--- config.mk ---
export PLATFORM = sky130hd
export DESIGN_NAME = pipe_stage_reg
export DESIGN_NICKNAME = d
export VERILOG_FILES = /design/src/rtl/pipe_stage_reg.sv
export SDC_FILE = /design/constraint.sdc
export NUM_CORES = 1
export LEC_CHECK = 0
export CAP_MARGIN = 20
export CORE_MARGIN = 2
export CORE_UTILIZATION = 35
export DETAILED_ROUTE_END_ITERATION = 10
export GPL_TIMING_DRIVEN = 0
export PLACE_DENSITY = 0.74
export SLEW_MARGIN = 30
export SYNTH_ARGS = -nofsm -noshare
export SYNTH_HDL_FRONTEND = slang
export SYNTH_SLANG_ARGS = --single-unit
--- constraint.sdc ---
create_clock -name clk_i -period 2.9 [get_ports clk_i]
set_input_delay 0.435 -clock clk_i [delete_from_list [all_inputs] [get_ports clk_i]]
set_output_delay 0.435 -clock clk_i [all_outputs]
set_load 0.02 [all_outputs]
--- src/rtl/pipe_stage_reg.sv ---
// Cascaded pipeline register (EX/MEM style) with per-stage valid, stall hold and flush kill.
// Optional stall/flush performance counters are built only when PIPE_STAGE_REG_PERF_EN is defined.
module pipe_stage_reg #(
  parameter int WB_W   = 2,
  parameter int M_W    = 2,
  parameter int DATA_W = 32,
  parameter int RD_W   = 5,
  parameter int DEPTH  = 1
) (
  input  logic              clk_i,
  input  logic              rst_i,
  input  logic              valid_i,
  input  logic              stall_i,
  input  logic              flush_i,
  input  logic [WB_W-1:0]   wb_i,
  input  logic [M_W-1:0]    m_i,
  input  logic [DATA_W-1:0] alu_i,
  input  logic [DATA_W-1:0] wdata_i,
  input  logic [RD_W-1:0]   rd_i,
  output logic              valid_o,
  output logic [WB_W-1:0]   wb_o,
  output logic [M_W-1:0]    m_o,
  output logic [DATA_W-1:0] alu_o,
  output logic [DATA_W-1:0] wdata_o,
  output logic [RD_W-1:0]   rd_o,
  output logic [15:0]       stall_cnt_o,
  output logic [15:0]       flush_cnt_o
);

  // Chain index k feeds stage k; index DEPTH is the last stage's registered contents.
  logic              ch_valid [DEPTH+1];
  logic [WB_W-1:0]   ch_wb    [DEPTH+1];
  logic [M_W-1:0]    ch_m     [DEPTH+1];
  logic [DATA_W-1:0] ch_alu   [DEPTH+1];
  logic [DATA_W-1:0] ch_wdata [DEPTH+1];
  logic [RD_W-1:0]   ch_rd    [DEPTH+1];

  // A bubble never carries live control bits into the pipe.
  assign ch_valid[0] = valid_i;
  assign ch_wb[0]    = valid_i ? wb_i : '0;
  assign ch_m[0]     = valid_i ? m_i  : '0;
  assign ch_alu[0]   = alu_i;
  assign ch_wdata[0] = wdata_i;
  assign ch_rd[0]    = rd_i;

  for (genvar k = 0; k < DEPTH; k++) begin : g_stage
    logic              valid_q, valid_d;
    logic [WB_W-1:0]   wb_q, wb_d;
    logic [M_W-1:0]    m_q, m_d;
    logic [DATA_W-1:0] alu_q, alu_d;
    logic [DATA_W-1:0] wdata_q, wdata_d;
    logic [RD_W-1:0]   rd_q, rd_d;

    always_comb begin
      valid_d = valid_q;
      wb_d    = wb_q;
      m_d     = m_q;
      alu_d   = alu_q;
      wdata_d = wdata_q;
      rd_d    = rd_q;
      // Flush wins over stall and only kills control; payload fields are left as-is.
      if (flush_i) begin
        valid_d = 1'b0;
        wb_d    = '0;
        m_d     = '0;
      end else if (!stall_i) begin
        valid_d = ch_valid[k];
        wb_d    = ch_wb[k];
        m_d     = ch_m[k];
        alu_d   = ch_alu[k];
        wdata_d = ch_wdata[k];
        rd_d    = ch_rd[k];
      end
    end

    always_ff @(posedge clk_i or posedge rst_i) begin
      if (rst_i) begin
        valid_q <= 1'b0;
        wb_q    <= '0;
        m_q     <= '0;
        alu_q   <= '0;
        wdata_q <= '0;
        rd_q    <= '0;
      end else begin
        valid_q <= valid_d;
        wb_q    <= wb_d;
        m_q     <= m_d;
        alu_q   <= alu_d;
        wdata_q <= wdata_d;
        rd_q    <= rd_d;
      end
    end

    assign ch_valid[k+1] = valid_q;
    assign ch_wb[k+1]    = wb_q;
    assign ch_m[k+1]     = m_q;
    assign ch_alu[k+1]   = alu_q;
    assign ch_wdata[k+1] = wdata_q;
    assign ch_rd[k+1]    = rd_q;
  end

  assign valid_o = ch_valid[DEPTH];
  assign wb_o    = ch_wb[DEPTH];
  assign m_o     = ch_m[DEPTH];
  assign alu_o   = ch_alu[DEPTH];
  assign wdata_o = ch_wdata[DEPTH];
  assign rd_o    = ch_rd[DEPTH];

`ifdef PIPE_STAGE_REG_PERF_EN
  logic [15:0] stall_cnt_q, stall_cnt_d;
  logic [15:0] flush_cnt_q, flush_cnt_d;

  // Saturating counters: once at all-ones they stay there.
  always_comb begin
    stall_cnt_d = stall_cnt_q;
    flush_cnt_d = flush_cnt_q;
    if (stall_i && !flush_i && (stall_cnt_q != 16'hFFFF))
      stall_cnt_d = stall_cnt_q + 16'd1;
    if (flush_i && (flush_cnt_q != 16'hFFFF))
      flush_cnt_d = flush_cnt_q + 16'd1;
  end

  always_ff @(posedge clk_i or posedge rst_i) begin
    if (rst_i) begin
      stall_cnt_q <= '0;
      flush_cnt_q <= '0;
    end else begin
      stall_cnt_q <= stall_cnt_d;
      flush_cnt_q <= flush_cnt_d;
    end
  end

  assign stall_cnt_o = stall_cnt_q;
  assign flush_cnt_o = flush_cnt_q;
`else
  assign stall_cnt_o = '0;
  assign flush_cnt_o = '0;
`endif

endmodule

After elaboration in Yosys (flattened, before gate mapping)
Index checks and enable logic that the tools add are counted.
{ "totals": {"reg_bits": 74, "input_bits": 78, "output_inout_bits": 106, "wordCells": 18} }
{ "classes": {"n_eq_ne": 1, "n_mux": 8, "bitwise_logic": 2, "n_reduce_logical": 1} }
{ "op_table": {"columns": ["op", "n"], "rows": [
  ["2-bit 2-to-1 mux", 6],
  ["1-bit 2-to-1 mux", 2],
  ["2-bit by 1-bit != test with 1-bit output, second input constant", 1],
  ["1-bit inverter", 2],
  ["2-bit AND reduction", 1]
]} }

Logic depth before layout (Yosys ltp)
{ "logic_depth": {"depth_word": 3, "depth_mapped": 3, "ltp_nobuf": 2} }

Least setup slack after synthesis
Ideal clock, no wire load.
{ "synth_path": {"kind": "in2reg", "from": "input port flush_i", "to": "register g_stage[0].alu_q[0] (netlist: alu_o[0])", "setup_time_ns": 0.125, "arrival_ns": 1.128, "required_ns": 2.775, "path_slack_ns": 1.647, "path_stages": 3, "n_path_buf": 1, "cell_sequence": "nor2_8 > buf_8 > mux2_4"} }
{ "synth_between": {"elab_chain_cells": 2} }
{ "synth_lines": {"columns": ["item", "line", "source"], "rows": [
  ["start: declaration", "14", "input logic flush_i,"],
  ["1-bit inverter (no line)", null, null],
  ["2-bit AND reduction (no line)", null, null],
  ["end signal: assignment", "88", "alu_q <= alu_d;"],
  ["end: declaration", "50", "logic [DATA_W-1:0] alu_q, alu_d;"]
]} }
No other way between the ends.
A chain may end at the register's enable or synchronous reset.

Final worst setup path
{ "layout_path": {"from": "register g_stage[0].wdata_q[30] (netlist: wdata_o[30])", "to": "output port wdata_o[30]"} }
{ "layout_lines": {"columns": ["item", "line", "source"], "rows": [
  ["start: declaration", "51", "logic [DATA_W-1:0] wdata_q, wdata_d;"],
  ["start signal: assignment", "89", "wdata_q <= wdata_d;"],
  ["end: declaration", "24", "output logic [DATA_W-1:0] wdata_o,"]
]} }
No word-level cell between the ends.

==> impl_metrics.yaml <==
outcome:
  outcome: "complete, no violations"
finish:
  fin_nets: 464
  drive_gt1_share_pct: 32.5
  final_cell_area_um2: 5270
  mostFrequentLayoutCell: "clkdlybuf4s50_1"
  diodes: 0
  final_cell_mix: "clkdlybuf4s50_1 (151), dfrtp_1 (74), mux2_4 (66)"
  area_growth_pct: 59.5
  final.fill_count: 736
logic_synthesis:
  syn_inst: 192
  synthesis.area_um2: 3310
  ys_seq_elements: 74
  synth-seq-area-share_pct: 56.0
  ys_types: 13
  ys.warnings.count: 0
  synth.avg_cell_area_um2: 17.2
worst_setup_path:
  cp_slowest_cell: "clkdlybuf4s50_1"
  path_class: "flip-flop to primary output"
  cp_num_buf_inv: 1
  path_cells: "clkdlybuf4s50_1"
  crit_family: "buffers and inverters"
  crit_fanout: 2
  cp-start-kind: "flip-flop"
  crit_required_ps: 2470
  critPathCaptureType: "primary output"
  arrival_ps: 1340
  slowest_delay_ps: 640
grt:
  grt_antenna_before_repair: 0
  grt_pass1_wl_mm: 11.3
  grt_max_degree: 40
  gr-total-overflow: 0
  grt_pass1_vias: 2262
  track_usage_pct: 14.2
power_and_ir_drop:
  combinationalPowerShare_pct: 32.9
  power_uw: 2970
  powerDensity_nw_per_um2: 562
  p_switching_uw: 881
  leakage_uw: 0.00243
  sw_frac_of_total_pct: 29.7
  seq_power_share_pct: 42.5
  p_int_uw: 2080
  peakVddDrop_mv: 0.270
  clock_power_share_pct: 24.6
route:
  ant_nets: 0
  drc_errors: 0
  first_pass_iters: 3
  wl_mm: 7.37
  drt_iter0_drc: 19
  num_vias: 2112
  viasPerCell: 4.21
  wl_per_cell_um: 14.7
floorplan:
  initial_utilization_pct: 35.9
  die_x_um: 101
  fp-row-count: 35
  io_pins: 184
  core_area_um2: 9200
  die_h_um: 101
  die_area_um2: 10200
clocking:
  cts_tree: "built"
  cts_resized: 0
  cts-hold-fix-buffers: 0
  htree_levels: 3
  cts_root_buf: "clkbuf_8"
  clk_path_buf_depth: 2
  postCtsSetupBuffers: 0
  clkSinkCount: 74
  numCtsBuffers: 9
  clock_latency_ps: 340
  clk_pin_slew_ps: 90
placement:
  dpl_cell_area_um2: 5090
  dpl.hpwl_mm: 5.41
  place.gp.congestion: 0.740
  numPortBuffers: 151
sta:
  slew_violations: 0
  finalSetupViolations: 0
  skew_ps: 0
  fmax_mhz: 565
  finalHoldViolCount: 0
  min_period_ps: 1770
  finalCritPeriodShare_pct: 61.1
  rsz0062_at_grt: "no"
hold_path:
  hp-class: "input port to asynchronous set/reset pin"
job:
  drv_cap: 0
-- state kept, by name, indices dropped and copies added, names as in the netlist --
signal,flops
rd_o,5
wb_o,2
wdata_o,32
alu_o,32
valid_o,1
m_o,2
-- cell usage after synthesis (all sizes together) --
cell type / count / area (µm²)
dfrtp: 74 / 1850
mux2: 69 / 1020
buf: 39 / 342
a32o: 4 / 40.0
nor2: 2 / 23.8
conb: 1 / 3.75
inv: 1 / 3.75
mux2i: 1 / 10.0
nor2b: 1 / 6.26
-- per-layer routing --
layer / routed length, µm / GRT usage [%]
met5: 0 / 0
met2: 3410 / 22.5
met3: 725 / 5.52
met1: 3110 / 17.8
met4: 121 / 4.89
-- logic make-up (layout without fill, tap and decap cells) --
kind of cell           Yosys count  count (layout)  synth area share, %
AND/OR/NAND/NOR                  3               3                0.908
other                            1              32                0.113
multiplexers                    70              70                 31.3
flip-flops                      74              74                 56.0
AO/OA/AOI/OAI                    4               4                 1.21
buffers and inverters           40             208                 10.4
-- metrics by stage --
stage,hold WS [ps],TNS (ps),instances,utilization (%),setup WS (ps)
6_report,477,0,502,57.3,1130
3_3_place_gp,483,-47410,485,55.2,-645
3_5_place_dp,488,0,486,55.4,911
4_1_cts,476,0,502,57.3,1100
2_1_floorplan,501,0,223,-,583
5_1_grt,521,0,502,57.3,1070
-- layout make-up --
cell class / count / area (µm²) / share of cell area, %
Clock buffer: 10 / 138 / 2.61
Clock inverter: 6 / 41.3 / 0.783
Tap cell: 111 / 139 / 2.63
Buffer: 39 / 342 / 6.48
Sequential cell: 74 / 1850 / 35.1
Inverter: 1 / 6.26 / 0.119
Multi-Input combinational cell: 109 / 1220 / 23.2
Timing Repair Buffer: 152 / 1530 / 29.0
-- path summary, 6_finish.rpt --
path	depth (start not counted)	startpoint	endpoint	slack, ps
hold / removal	2	rst_i	alu_o[19]	480
hold reg to reg	1	wb_o[0]	wb_o[0]	510
max in group asynchronous	3	rst_i	valid_o	1850
setup / recovery	1	wdata_o[30]	wdata_o[30]	1130
min in group clk_i	1	wb_o[0]	wb_o[0]	510
setup reg to reg	1	alu_o[20]	alu_o[20]	2120
-- power by group through the flow --
stage | sequential [µW] | clock, µW | combinational [µW]
floorplan | 1450 | 0 | 342
global placement | 1270 | 0 | 967
detailed placement | 1280 | 0 | 983
CTS | 1260 | 758 | 987
global route | 1280 | 810 | 1030
finish | 1260 | 729 | 977
(Power assumes the default switching activity.)
